## src/rtl/lsu_pkg.sv

```systemverilog
// Shared types and helpers for the lsu_mmio load/store unit: FSM states,
// access-size and fault-cause encodings, and byte-enable generation.
package lsu_pkg;

  typedef enum logic [2:0] {
    ST_IDLE,
    ST_RAM_REQ,
    ST_RAM_RD,
    ST_IO_REQ,
    ST_DONE,
    ST_FAULT
  } state_e;

  localparam logic [1:0] SZ_B = 2'b00;
  localparam logic [1:0] SZ_H = 2'b01;
  localparam logic [1:0] SZ_W = 2'b10;

  localparam logic [1:0] FC_NONE  = 2'b00;
  localparam logic [1:0] FC_MISAL = 2'b01;
  localparam logic [1:0] FC_TMO   = 2'b10;
  localparam logic [1:0] FC_UNMAP = 2'b11;

  function automatic logic [3:0] byte_en(input logic [1:0] size, input logic [1:0] off);
    case (size)
      SZ_B:    byte_en = 4'b0001 << off;
      SZ_H:    byte_en = 4'b0011 << {off[1], 1'b0};
      default: byte_en = 4'b1111;
    endcase
  endfunction

  // Size 2'b11 is handled exactly like SZ_W.
  function automatic logic misaligned(input logic [1:0] size, input logic [1:0] off);
    case (size)
      SZ_B:    misaligned = 1'b0;
      SZ_H:    misaligned = off[0];
      SZ_W:    misaligned = |off;
      default: misaligned = |off;
    endcase
  endfunction

endpackage

```

## src/rtl/lsu_lane.sv

```systemverilog
// Byte-lane steering: replicates store data across lanes (load_i=0) or
// shifts, masks and sign/zero-extends load data (load_i=1).
module lsu_lane
  import lsu_pkg::*;
(
  input  logic        load_i,
  input  logic [1:0]  size_i,
  input  logic        sign_i,
  input  logic [1:0]  off_i,
  input  logic [31:0] data_i,
  output logic [31:0] data_o
);

  logic [31:0] shifted;

  // NOTE: every combinational output gets a default first so no path can infer a latch.
  always_comb begin
    shifted = data_i >> {off_i, 3'b000};
    data_o  = data_i;
    if (load_i) begin
      case (size_i)
        SZ_B:    data_o = {{24{sign_i & shifted[7]}}, shifted[7:0]};
        SZ_H:    data_o = {{16{sign_i & shifted[15]}}, shifted[15:0]};
        default: data_o = shifted;
      endcase
    end else begin
      case (size_i)
        SZ_B:    data_o = {4{data_i[7:0]}};
        SZ_H:    data_o = {2{data_i[15:0]}};
        default: data_o = data_i;
      endcase
    end
  end

endmodule

```

## src/rtl/lsu_mmio.sv

```systemverilog
// Stalling load/store stage decoding each access to RAM or one of N_CH MMIO
// channels. Define LSU_TIMEOUT_EN to add the IO acknowledge-wait timeout.
module lsu_mmio
  import lsu_pkg::*;
#(
  parameter int                WIDTH        = 32,
  parameter int                N_CH         = 2,
  parameter logic [WIDTH-1:0]  IO_BASE      = 32'h0000_0400,
  parameter int                CH_SPAN_LOG2 = 4,
  parameter int                TIMEOUT      = 255
) (
  input  logic                     clk,
  input  logic                     reset,
  input  logic                     req_valid,
  input  logic                     req_we,
  input  logic [1:0]               req_size,
  input  logic                     req_sign,
  input  logic [WIDTH-1:0]         req_addr,
  input  logic [WIDTH-1:0]         req_wdata,
  output logic                     stall,
  output logic                     rsp_valid,
  output logic [WIDTH-1:0]         rsp_rdata,
  output logic                     fault,
  output logic [1:0]               fault_cause,
  output logic                     ram_en,
  output logic                     ram_we,
  output logic [3:0]               ram_be,
  output logic [WIDTH-1:0]         ram_addr,
  output logic [WIDTH-1:0]         ram_wdata,
  input  logic [WIDTH-1:0]         ram_rdata,
  output logic [N_CH-1:0]          io_req,
  input  logic [N_CH-1:0]          io_ack,
  output logic                     io_we,
  output logic [3:0]               io_be,
  output logic [CH_SPAN_LOG2-1:0]  io_addr,
  output logic [WIDTH-1:0]         io_wdata,
  input  logic [N_CH*WIDTH-1:0]    io_rdata
);

  localparam int               CH_W    = (N_CH > 1) ? $clog2(N_CH) : 1;
  localparam logic [WIDTH-1:0] IO_SPAN = WIDTH'(N_CH) << CH_SPAN_LOG2;

  if (WIDTH != 32) begin : g_bad_width
    $error("lsu_mmio: WIDTH must be 32");
  end
  if (N_CH < 1 || N_CH > 8) begin : g_bad_nch
    $error("lsu_mmio: N_CH must be 1..8");
  end
  if (TIMEOUT < 1 || TIMEOUT > 65535) begin : g_bad_tmo
    $error("lsu_mmio: TIMEOUT must be 1..65535");
  end

  state_e            state_q, state_d;
  logic              we_q, sign_q;
  logic [1:0]        size_q, cause_q;
  logic [3:0]        be_q;
  logic [WIDTH-1:0]  addr_q, wdata_q, rdata_q;
  logic [CH_W-1:0]   ch_q;

  // Decode of the incoming request; only used in the acceptance cycle.
  logic [WIDTH-1:0]  rel;
  logic              is_ram, is_io, misal;
  logic [CH_W-1:0]   ch_d;
  logic [WIDTH-1:0]  st_lane, ld_raw, ld_lane;

  assign rel    = req_addr - IO_BASE;
  assign is_ram = req_addr < IO_BASE;
  assign is_io  = !is_ram && (rel < IO_SPAN);
  assign ch_d   = CH_W'(rel >> CH_SPAN_LOG2);
  assign misal  = misaligned(req_size, req_addr[1:0]);

  logic io_active, ack_sel, tmo, accept, ld_latch;

  assign io_active = (state_q == ST_IO_REQ);
  assign ack_sel   = io_active && io_ack[ch_q];
  assign accept    = (state_q == ST_IDLE) && req_valid;
  assign ld_latch  = (state_q == ST_RAM_RD) || (ack_sel && !we_q);

  lsu_lane u_wr_lane (
    .load_i (1'b0),
    .size_i (req_size),
    .sign_i (req_sign),
    .off_i  (req_addr[1:0]),
    .data_i (req_wdata),
    .data_o (st_lane)
  );

  assign ld_raw = io_active ? io_rdata[int'(ch_q)*WIDTH +: WIDTH] : ram_rdata;

  lsu_lane u_rd_lane (
    .load_i (1'b1),
    .size_i (size_q),
    .sign_i (sign_q),
    .off_i  (addr_q[1:0]),
    .data_i (ld_raw),
    .data_o (ld_lane)
  );

`ifdef LSU_TIMEOUT_EN
  logic [15:0] cnt_q;

  // Zero outside IO_REQ, so it always starts from 0 on entry.
  always_ff @(posedge clk or negedge reset) begin
    if (!reset)         cnt_q <= '0;
    else if (!io_active) cnt_q <= '0;
    else                cnt_q <= cnt_q + 16'd1;
  end

  assign tmo = io_active && (cnt_q == 16'(TIMEOUT - 1));
`else
  assign tmo = 1'b0;
`endif

  always_comb begin
    state_d = state_q;
    case (state_q)
      ST_IDLE: begin
        if (req_valid) begin
          if (misal || !(is_ram || is_io)) state_d = ST_FAULT;
          else if (is_ram)                 state_d = ST_RAM_REQ;
          else                             state_d = ST_IO_REQ;
        end
      end
      ST_RAM_REQ: state_d = we_q ? ST_DONE : ST_RAM_RD;
      ST_RAM_RD:  state_d = ST_DONE;
      ST_IO_REQ: begin
        // An acknowledge in the expiry cycle still completes normally.
        if (ack_sel)  state_d = ST_DONE;
        else if (tmo) state_d = ST_FAULT;
      end
      default:    state_d = ST_IDLE;
    endcase
  end

  // NOTE: sequential state uses non-blocking assignments so every register samples pre-edge values.
  always_ff @(posedge clk or negedge reset) begin
    if (!reset) begin
      state_q <= ST_IDLE;
      we_q    <= 1'b0;
      sign_q  <= 1'b0;
      size_q  <= SZ_B;
      cause_q <= FC_NONE;
      be_q    <= '0;
      addr_q  <= '0;
      wdata_q <= '0;
      rdata_q <= '0;
      ch_q    <= '0;
    end else begin
      state_q <= state_d;
      if (accept) begin
        we_q    <= req_we;
        sign_q  <= req_sign;
        size_q  <= req_size;
        addr_q  <= req_addr;
        wdata_q <= st_lane;
        be_q    <= byte_en(req_size, req_addr[1:0]);
        ch_q    <= ch_d;
        cause_q <= misal ? FC_MISAL : FC_UNMAP;
        rdata_q <= '0;
      end
      if (ld_latch) rdata_q <= ld_lane;
      if (tmo && !ack_sel) cause_q <= FC_TMO;
    end
  end

  assign rsp_valid   = (state_q == ST_DONE) || (state_q == ST_FAULT);
  assign rsp_rdata   = rdata_q;
  assign fault       = (state_q == ST_FAULT);
  assign fault_cause = fault ? cause_q : FC_NONE;
  // Gated by reset so the core sees no stall while the unit is held in reset.
  assign stall       = reset & req_valid & ~rsp_valid;

  assign ram_en    = (state_q == ST_RAM_REQ);
  assign ram_we    = ram_en & we_q;
  assign ram_be    = ram_en ? be_q : 4'b0000;
  assign ram_addr  = {addr_q[WIDTH-1:2], 2'b00};
  assign ram_wdata = wdata_q;

  assign io_req   = io_active ? (N_CH'(1) << ch_q) : '0;
  assign io_we    = io_active & we_q;
  assign io_be    = io_active ? be_q : 4'b0000;
  assign io_addr  = addr_q[CH_SPAN_LOG2-1:0];
  assign io_wdata = wdata_q;

endmodule
```

## config.mk

```make
export PLATFORM = sky130hd
export DESIGN_NAME = lsu_mmio
export DESIGN_NICKNAME = d
export VERILOG_FILES = /design/src/rtl/lsu_pkg.sv /design/src/rtl/lsu_lane.sv /design/src/rtl/lsu_mmio.sv
export SDC_FILE = /design/constraint.sdc
export NUM_CORES = 1
export LEC_CHECK = 0
export ABC_AREA = 1
export CORE_MARGIN = 2
export CORE_UTILIZATION = 35
export CTS_BUF_LIST = sky130_fd_sc_hd__clkbuf_2
export DETAILED_ROUTE_END_ITERATION = 8
export PLACE_DENSITY = 0.65
export RECOVER_POWER = 50
export SYNTH_ARGS = -nofsm -noshare
export SYNTH_HDL_FRONTEND = slang
export SYNTH_HIERARCHICAL = 1
export SYNTH_SLANG_ARGS = --single-unit
```

## constraint.sdc

```tcl
create_clock -name clk -period 4.8 [get_ports clk]
set_input_delay 0.96 -clock clk [delete_from_list [all_inputs] [get_ports clk]]
set_output_delay 0.96 -clock clk [all_outputs]
set_load 0.03 [all_outputs]
```

## After elaboration in Yosys (flattened, before gate mapping)

Index checks and enable logic that the tools add are counted.

| operators by class | value |
|---|---|
| add/sub/neg operators | 1 |
| order comparisons | 3 |
| equal/unequal tests | 9 |
| shifts and indexed selects | 5 |
| muxes and demuxes | 20 |
| bitwise operators | 7 |
| reduce and logical (&&, ||, !) cells | 17 |

Operator list:

| operator | number |
|---|---|
| 32-bit case mux with 2 select lines | 2 |
| 32-bit two-way mux | 3 |
| 64-bit by 7-bit variable part select with 32-bit output | 1 |
| 32-bit by 11-bit less-than comparator with 1-bit output, second input constant | 1 |
| 32-bit by 6-bit less-than comparator with 1-bit output, second input constant | 1 |
| 32-bit by 5-bit right shift with 32-bit output | 1 |
| 32-bit by 11-bit subtractor with 32-bit output, second input constant | 1 |
| 3-bit two-way mux | 4 |
| 3-bit case mux with 4 select lines | 1 |
| 2-bit two-way mux | 4 |
| 4-bit two-way mux | 2 |
| 4-bit case mux with 2 select lines | 1 |
| 1-bit AND | 6 |
| 3-bit by 2-bit equality test with 1-bit output, second input constant | 2 |
| 3-bit equality test, second input constant | 2 |
| 2-bit by 1-bit equality test with 1-bit output, second input constant | 2 |
| 1-bit logical AND | 4 |
| 2-bit zero test | 2 |
| 1-bit logical OR | 4 |
| 1-bit by 2-bit left shift with 4-bit output, first input constant | 1 |
| 2-bit by 2-bit left shift with 4-bit output, first input constant | 1 |
| 3-bit by 1-bit equality test with 1-bit output, second input constant | 1 |
| 1-bit zero test | 3 |
| 3-bit zero test | 1 |
| 10 further kinds | 11 |

| word-level totals | value |
|---|---|
| register bits after elaboration | 110 |
| output and inout port bits | 150 |
| logic and storage cells | 72 |

## Logic depth before layout (Yosys ltp)

Gate-level depths: netlist (run 1).

| logic depth | value |
|---|---|
| depth in word-level cells | 9 |
| gate-level depth with buffers | 18 |

## Hierarchy

The synthesis (run 1) kept the hierarchy.

Modules (own cells, without submodules):

| module | times used | cells each | area an instance (sq um) | sequential area each (sq um) |
|---|---|---|---|---|
| lsu_mmio | 1 | 828 | 5849.4 | 2727.6 |
| lsu_lane | 2 | 302 | 1408.9 | 0.0 |

## Worst setup path after synthesis (run 1)

No wires, ideal clock.

| path | value |
|---|---|
| path kind | register to output |
| from | reg state_q[2] |
| to | out ram_we |
| data arrival time | 1.962 ns |
| data required time | 3.840 ns |
| path slack | 1.878 ns |
| stages on the path, launching flop included | 4 |
| path buffers | 0 |
| cells stage by stage | dfrtp_1 nor3_1 inv_1 nor2_1 |

| between the ends | value |
|---|---|
| cells in the longest elaborated chain, start to end | 2 |

Ends and longest elaborated chain:

| what | line | RTL |
|---|---|---|
| start, declared | lsu_mmio.sv:53 | `state_e state_q, state_d;` |
| start signal, assigned | lsu_mmio.sv:149 | `state_q <= state_d;` |
| 3-bit by 1-bit equality test with 1-bit output | lsu_mmio.sv:173 | `assign ram_en = (state_q == ST_RAM_REQ);` |
| named net ram_en | lsu_mmio.sv:25 | `output logic ram_en,` |
| 1-bit AND | lsu_mmio.sv:174 | `assign ram_we = ram_en & we_q;` |
| end, declared | lsu_mmio.sv:26 | `output logic ram_we,` |

The timed path passes the listed nets, and every way through them passes these cells.

==> results.yml, run 1 <==
placed_design:
  port_buffers: 316
  gp_congestion: 0.941
  dp_slack_ns: 1.55
  dp_hpwl_um: 24000
  place_area_mm2: 0.0116
clock_tree:
  cts_buffers: 9
  h-tree-depth: 3
  hold_buffers: 0
  ctsResizeCount: 0
  cts_setup_buffers: 0
  cts.clk_slew.worst_paths_ns: 0.31
  clock-sinks: 109
  tritoncts: "yes"
  cts_max_path_buffers: 2
  insertion_delay_ns: 0.66
  cts-root-buf: "clkbuf_2"
synth:
  postSynthCellCount: 1432
  syn_area_mm2: 0.00867
  ys_ff_latch: 109
  synth_cell_type_count: 32
  synth_warnings: 6
  synth-seq-area-share_pct: 31.5
  syn_avg_cell_area_um2: 6.05
cells_and_area:
  multi_input_area_mm2: 0.00475
  antennaDiodeCount: 0
  fillers: 2553
  layout_common_cells: "nand2_1 (640), clkdlybuf4s50_1 (313), nand3_1 (195)"
  drive_gt1_share_pct: 3.42
  area_delta_synth_final_pct: 35.3
  final_common_cell: "nand2_1"
  seqCellArea_mm2: 0.00273
  final_cell_area_mm2: 0.0117
  nets: 1830
floorplan:
  die_x_um: 161
  die_area_mm2: 0.0260
  core_mm2: 0.0243
  rows: 57
  initial_core_util_pct: 35.6
  die_h_um: 161
  io_pins: 319
sta:
  min_period_over_period_pct: 86.8
  hold_ws_ns: 0.500
  fin_skew_ns: 0.0631
  rsz0062_at_grt: "no"
  max_freq_ghz: 0.240
  timing.final.ws_setup_ns: 0.634
  drv_slew: 163
  relSlewSlack_pct: -91.3
  period_needed_ns: 4.17
  fin_setup_tns_ns: 0
  setup_violations: 0
  hold_viol: 0
  tightest_slew_ns: 2.87
power:
  p_leak_nw: 5.90
  powerDensity_mw_per_mm2: 559
  ir_drop_uv: 415
  total_power_mw: 6.55
worst_setup_path:
  cp.buffers_inverters: 2
  end_kind: "flop"
  setup.worst_path.start_class: "primary input"
  cpMaxStageDelayCell: "clkbuf_1"
  required_ns: 5.32
  critPathKind: "primary input to flop"
  cp-startpoint: "io_ack[0]"
  cp_top_family: "buffers and inverters"
  cp_cell_sequence: "clkdlybuf4s50_1 > mux2i_1 > nand2_2 > o21ai_2 > nor2_4 > clkbuf_1 > nand2_1 > o211ai_1"
  crit_arrival_ns: 4.68
  crit_fanout: 63
  reg2reg_slack_ns: 0.73
  slowest_delay_ns: 1.97
  rr_startpoint: "addr_q[4]$_DFFE_PN0P_"
route:
  post-route-drc-count: 0
  firstDrtPassIters: 5
  via_count: 9998
  routedWlPerCell_um: 16.2
  detail_route.iter0.violations: 754
  viasPerCell: 5.02
  routed_wl_um: 32200
  ant_nets: 0
global_route:
  grt_pass1_wl_um: 50900
  gr-total-overflow: 0
  grt_max_degree: 72
  antenna_found_initial: 0
  grt_pass1_vias: 9489
  grt_usage_pct: 24.4
outcome:
  violations: "capacitance limit, slew limit"
  status: "finished with violations"
min_path:
  holdCritStartpoint: "cause_q[0]$_DFFE_PN0P_"
  hp-class: "flop to flop"
job:
  drv_cap: 3
[logic make-up after synthesis]
logic type             share of synthesized area, %
and+or+nand+nor                                46.0
buffers and inverters                          13.8
DFF                                            31.5
muxes                                         0.115
other                                        0.0866
AOI/OAI and AO/OA                              8.49
[final cells by class]
cell class                      count  area share [%]
Multi-Input combinational cell   1092            40.5
Tap cell                          324            3.46
Clock buffer                        9           0.384
Sequential cell                   109            23.3
Timing Repair Buffer              330            27.7
Inverter                          119            3.96
Clock inverter                      7           0.693
[per-stage QoR]
step | instances | utilization [%]
finish | 1990 | 48.2
global route | 1990 | 48.2
CTS | 1990 | 48.3
detailed placement | 1974 | 47.8
global placement | 1974 | 47.8
floorplan | 1434 | -
[synth_stat cells, drive strengths merged]
master	n	area [um2]
o21ai	46	234
inv	119	464
a21oi	31	155
a22oi	14	105
nor3	3	20.0
clkbuf	26	97.6
o211ai	31	233
o221ai	1	8.76
nor2	110	445
dfrtp	109	2730
nand3	199	1030
nand2	647	2460
conb	2	7.51
buf	88	637
nand3b	3	22.5
nand4	2	12.5
mux2i	1	10.0
[layer usage]
metal	vias up	GRT usage, %	routed length (um)
li1	4933	-	-
met4	0	7.10	861
met1	4597	32.3	13800
met5	-	0	0
met2	409	41.1	15400
met3	59	3.93	2150
[flip-flops by register name (all words and copies together) (netlist names)]
name,flops
state_q,3
addr_q,32
we_q,1
rsp_rdata,32
size_q,2
cause_q,2
io_wdata,32
be_q,4
sign_q,1
[report_power, final]
part           switching, mW  internal, mW  total, mW
clock network          0.344         0.129      0.473
logic                   2.81          1.59       4.40
registers              0.353          1.33       1.68
total                   3.51          3.05       6.55
[worst paths after layout]
check	endpoint	cells past startpoint
max	be_q[3]$_DFFE_PN0P_	8
min	cause_q[0]$_DFFE_PN0P_	2
max reg2reg	be_q[3]$_DFFE_PN0P_	7
min reg2reg	cause_q[0]$_DFFE_PN0P_	2
min in group asynchronous	addr_q[7]$_DFFE_PN0P_	2
max in group asynchronous	we_q$_DFFE_PN0P_	3
[tightest hold or removal path, stage by stage (launching register included)]
cell	delay (ns)
dfrtp_1	0.40
inv_1	0.05
nand2_1	0.06
No activity file was read; power rests on OpenSTA's default activity.
==> inputs of run 2 (changes only) <==
--- a/config.mk
+++ b/config.mk
@@ -7,10 +7,10 @@
 export LEC_CHECK = 0
 export ABC_AREA = 1
 export CORE_MARGIN = 2
-export CORE_UTILIZATION = 35
+export CORE_UTILIZATION = 50
 export CTS_BUF_LIST = sky130_fd_sc_hd__clkbuf_2
 export DETAILED_ROUTE_END_ITERATION = 8
-export PLACE_DENSITY = 0.65
+export PLACE_DENSITY = 0.89
 export RECOVER_POWER = 50
 export SYNTH_ARGS = -nofsm -noshare
 export SYNTH_HDL_FRONTEND = slang
==> run 2 against run 1 <==
Against the previous run: the run still ends with capacitance limit, slew limit left; register-to-register slack better by 0.67 ns; final cell count down 4.9%; global-route usage up 9.0 points; wire length is 3.2% lower; die area decreased by 29%; maximum frequency increased by 3.4%; core utilization increased by 20 points; power down 1.1%; highest routed layer unchanged.
==> results.yml, run 2 (synthesized netlist as in run 1, its figures left out) <==
outcome:
  status: "finished with violations"
  violations: "capacitance limit, slew limit"
sta:
  tightest_slew_ns: 2.57
  timing.final.ws_setup_ns: 0.771
  period_needed_ns: 4.03
  hold_viol: 0
  relSlewSlack_pct: -71.7
  drv_slew: 48
  rsz0062_at_grt: "no"
  max_freq_ghz: 0.248
  fin_setup_tns_ns: 0
  min_period_over_period_pct: 83.9
  setup_violations: 0
  fin_skew_ns: 0.0612
global_route:
  grt_usage_pct: 33.5
  gr-total-overflow: 0
  grt_pass1_vias: 9488
  grt_pass1_wl_um: 48400
  grt_max_degree: 75
  antenna_found_initial: 1
worst_setup_path:
  r2r_end: "rsp_rdata[14]$_DFFE_PN0P_"
  required_ns: 3.84
  cpMaxStageDelayCell: "clkdlybuf4s50_1"
  reg2reg_slack_ns: 1.40
  crit_arrival_ns: 3.07
  critPathKind: "flop to output pin"
  slowest_delay_ns: 0.68
  rr_startpoint: "state_q[1]$_DFFE_PN0P_"
  end_kind: "output pin"
  cp-startpoint: "state_q[1]$_DFFE_PN0P_"
  cp_cell_sequence: "inv_2 > nor2_4 > buf_4 > nand2_1 > inv_2 > nand2_1 > inv_1 > clkdlybuf4s50_1"
  setup.worst_path.start_class: "flop"
  worst-r2r-cell-count: 18
  crit_fanout: 35
floorplan:
  io_pins: 319
  die_x_um: 136
  core_mm2: 0.0171
  die_area_mm2: 0.0184
  die_h_um: 136
  initial_core_util_pct: 50.6
  rows: 48
min_path:
  holdPathEnd: "cause_q[0]$_DFFE_PN0P_"
  hp-class: "flop to flop"
  holdCritStartpoint: "cause_q[0]$_DFFE_PN0P_"
  worst_hold_path.num_cells: 2
route:
  post-route-drc-count: 0
  viasPerCell: 5.44
  via_count: 10284
  routedWlPerCell_um: 16.5
  detail_route.iter0.violations: 1028
  ant_nets: 0
  firstDrtPassIters: 5
  routed_wl_um: 31200
power:
  power_frac_seq_pct: 25.8
  powerDensity_mw_per_mm2: 557
  ir_drop_uv: 449
  p_switching_mw: 3.54
  internal-power_mw: 2.95
  p_leak_nw: 6.06
  power_frac_comb_pct: 66.6
  p_clk_share_pct: 7.7
  switching_share_pct: 54.5
placed_design:
  gp_congestion: 0.978
  port_buffers: 316
  dp_hpwl_um: 23400
  dp_slack_ns: 1.42
clock_tree:
  ctsResizeCount: 0
  cts.clk_slew.worst_paths_ns: 0.34
  cts_buffers: 9
  cts_setup_buffers: 0
  cts_max_path_buffers: 2
  cts-root-buf: "clkbuf_2"
  clock-sinks: 109
  h-tree-depth: 3
  tritoncts: "yes"
  insertion_delay_ns: 0.67
  hold_buffers: 0
cells_and_area:
  fillers: 1582
  layout_common_cells: "nand2_1 (640), clkdlybuf4s50_1 (243), nand3_1 (195)"
  final_common_cell: "nand2_1"
  area_delta_synth_final_pct: 34.2
  nets: 1830
  drive_gt1_share_pct: 3.54
job:
  drv_cap: 1
run 2: worst max-delay path by stage:
stage          slack, ns  depth (start not counted)                         to
2_1_floorplan       1.88                          3                     ram_we
3_3_place_gp        1.43                          7  rsp_rdata[15]$_DFFE_PN0P_
3_5_place_dp        1.42                          7   rsp_rdata[7]$_DFFE_PN0P_
4_1_cts             0.72                          7                  io_req[1]
5_1_grt             0.50                          8                  io_req[1]
6_report            0.77                          8                  io_req[1]
run 2: metrics by stage:
step | power, mW | std cells | hold slack (ns) | util, % | cell area, um2
floorplan | 4.60 | 1434 | 0.422 | - | 8670
global placement | 5.97 | 1875 | 0.434 | 67.1 | 11500
detailed placement | 6.06 | 1875 | 0.440 | 67.1 | 11500
CTS | 6.56 | 1891 | 0.391 | 68.0 | 11600
global route | 6.90 | 1892 | 0.528 | 68.0 | 11600
finish | 6.48 | 1892 | 0.500 | 68.0 | 11600
run 2: final cells by class:
class	count	area [um2]	share of cell area (%)
inverter	119	464	3.99
tap	225	282	2.42
clock inverter	7	100	0.861
clock buffer	9	45.0	0.387
antenna	1	2.50	0.0215
multi-input combinational	1092	4750	40.9
timing repair buffer	330	3260	28.0
sequential	109	2730	23.5
run 2: critical path: cells and delay by family (launching register included):
family / cells / cell delay (ns)
buffers and inverters: 5 / 1.31
and+or+nand+nor: 3 / 0.57
DFF: 1 / 0.51
run 2: layer usage:
layer	up-vias	GRT usage, %	wire, um
met1	4680	42.4	12200
met3	96	6.81	2770
met2	568	55.0	14900
met4	0	15.3	1290
met5	-	0	0
li1	4940	-	-
run 2: power groups by stage:
stage / clock network, mW / logic (mW) / registers [mW]
after floorplan: 0 / 2.32 / 2.28
after global placement: 0 / 4.29 / 1.68
after detailed placement: 0 / 4.36 / 1.69
after CTS: 0.511 / 4.37 / 1.68
after global routing: 0.548 / 4.64 / 1.71
final: 0.497 / 4.32 / 1.67
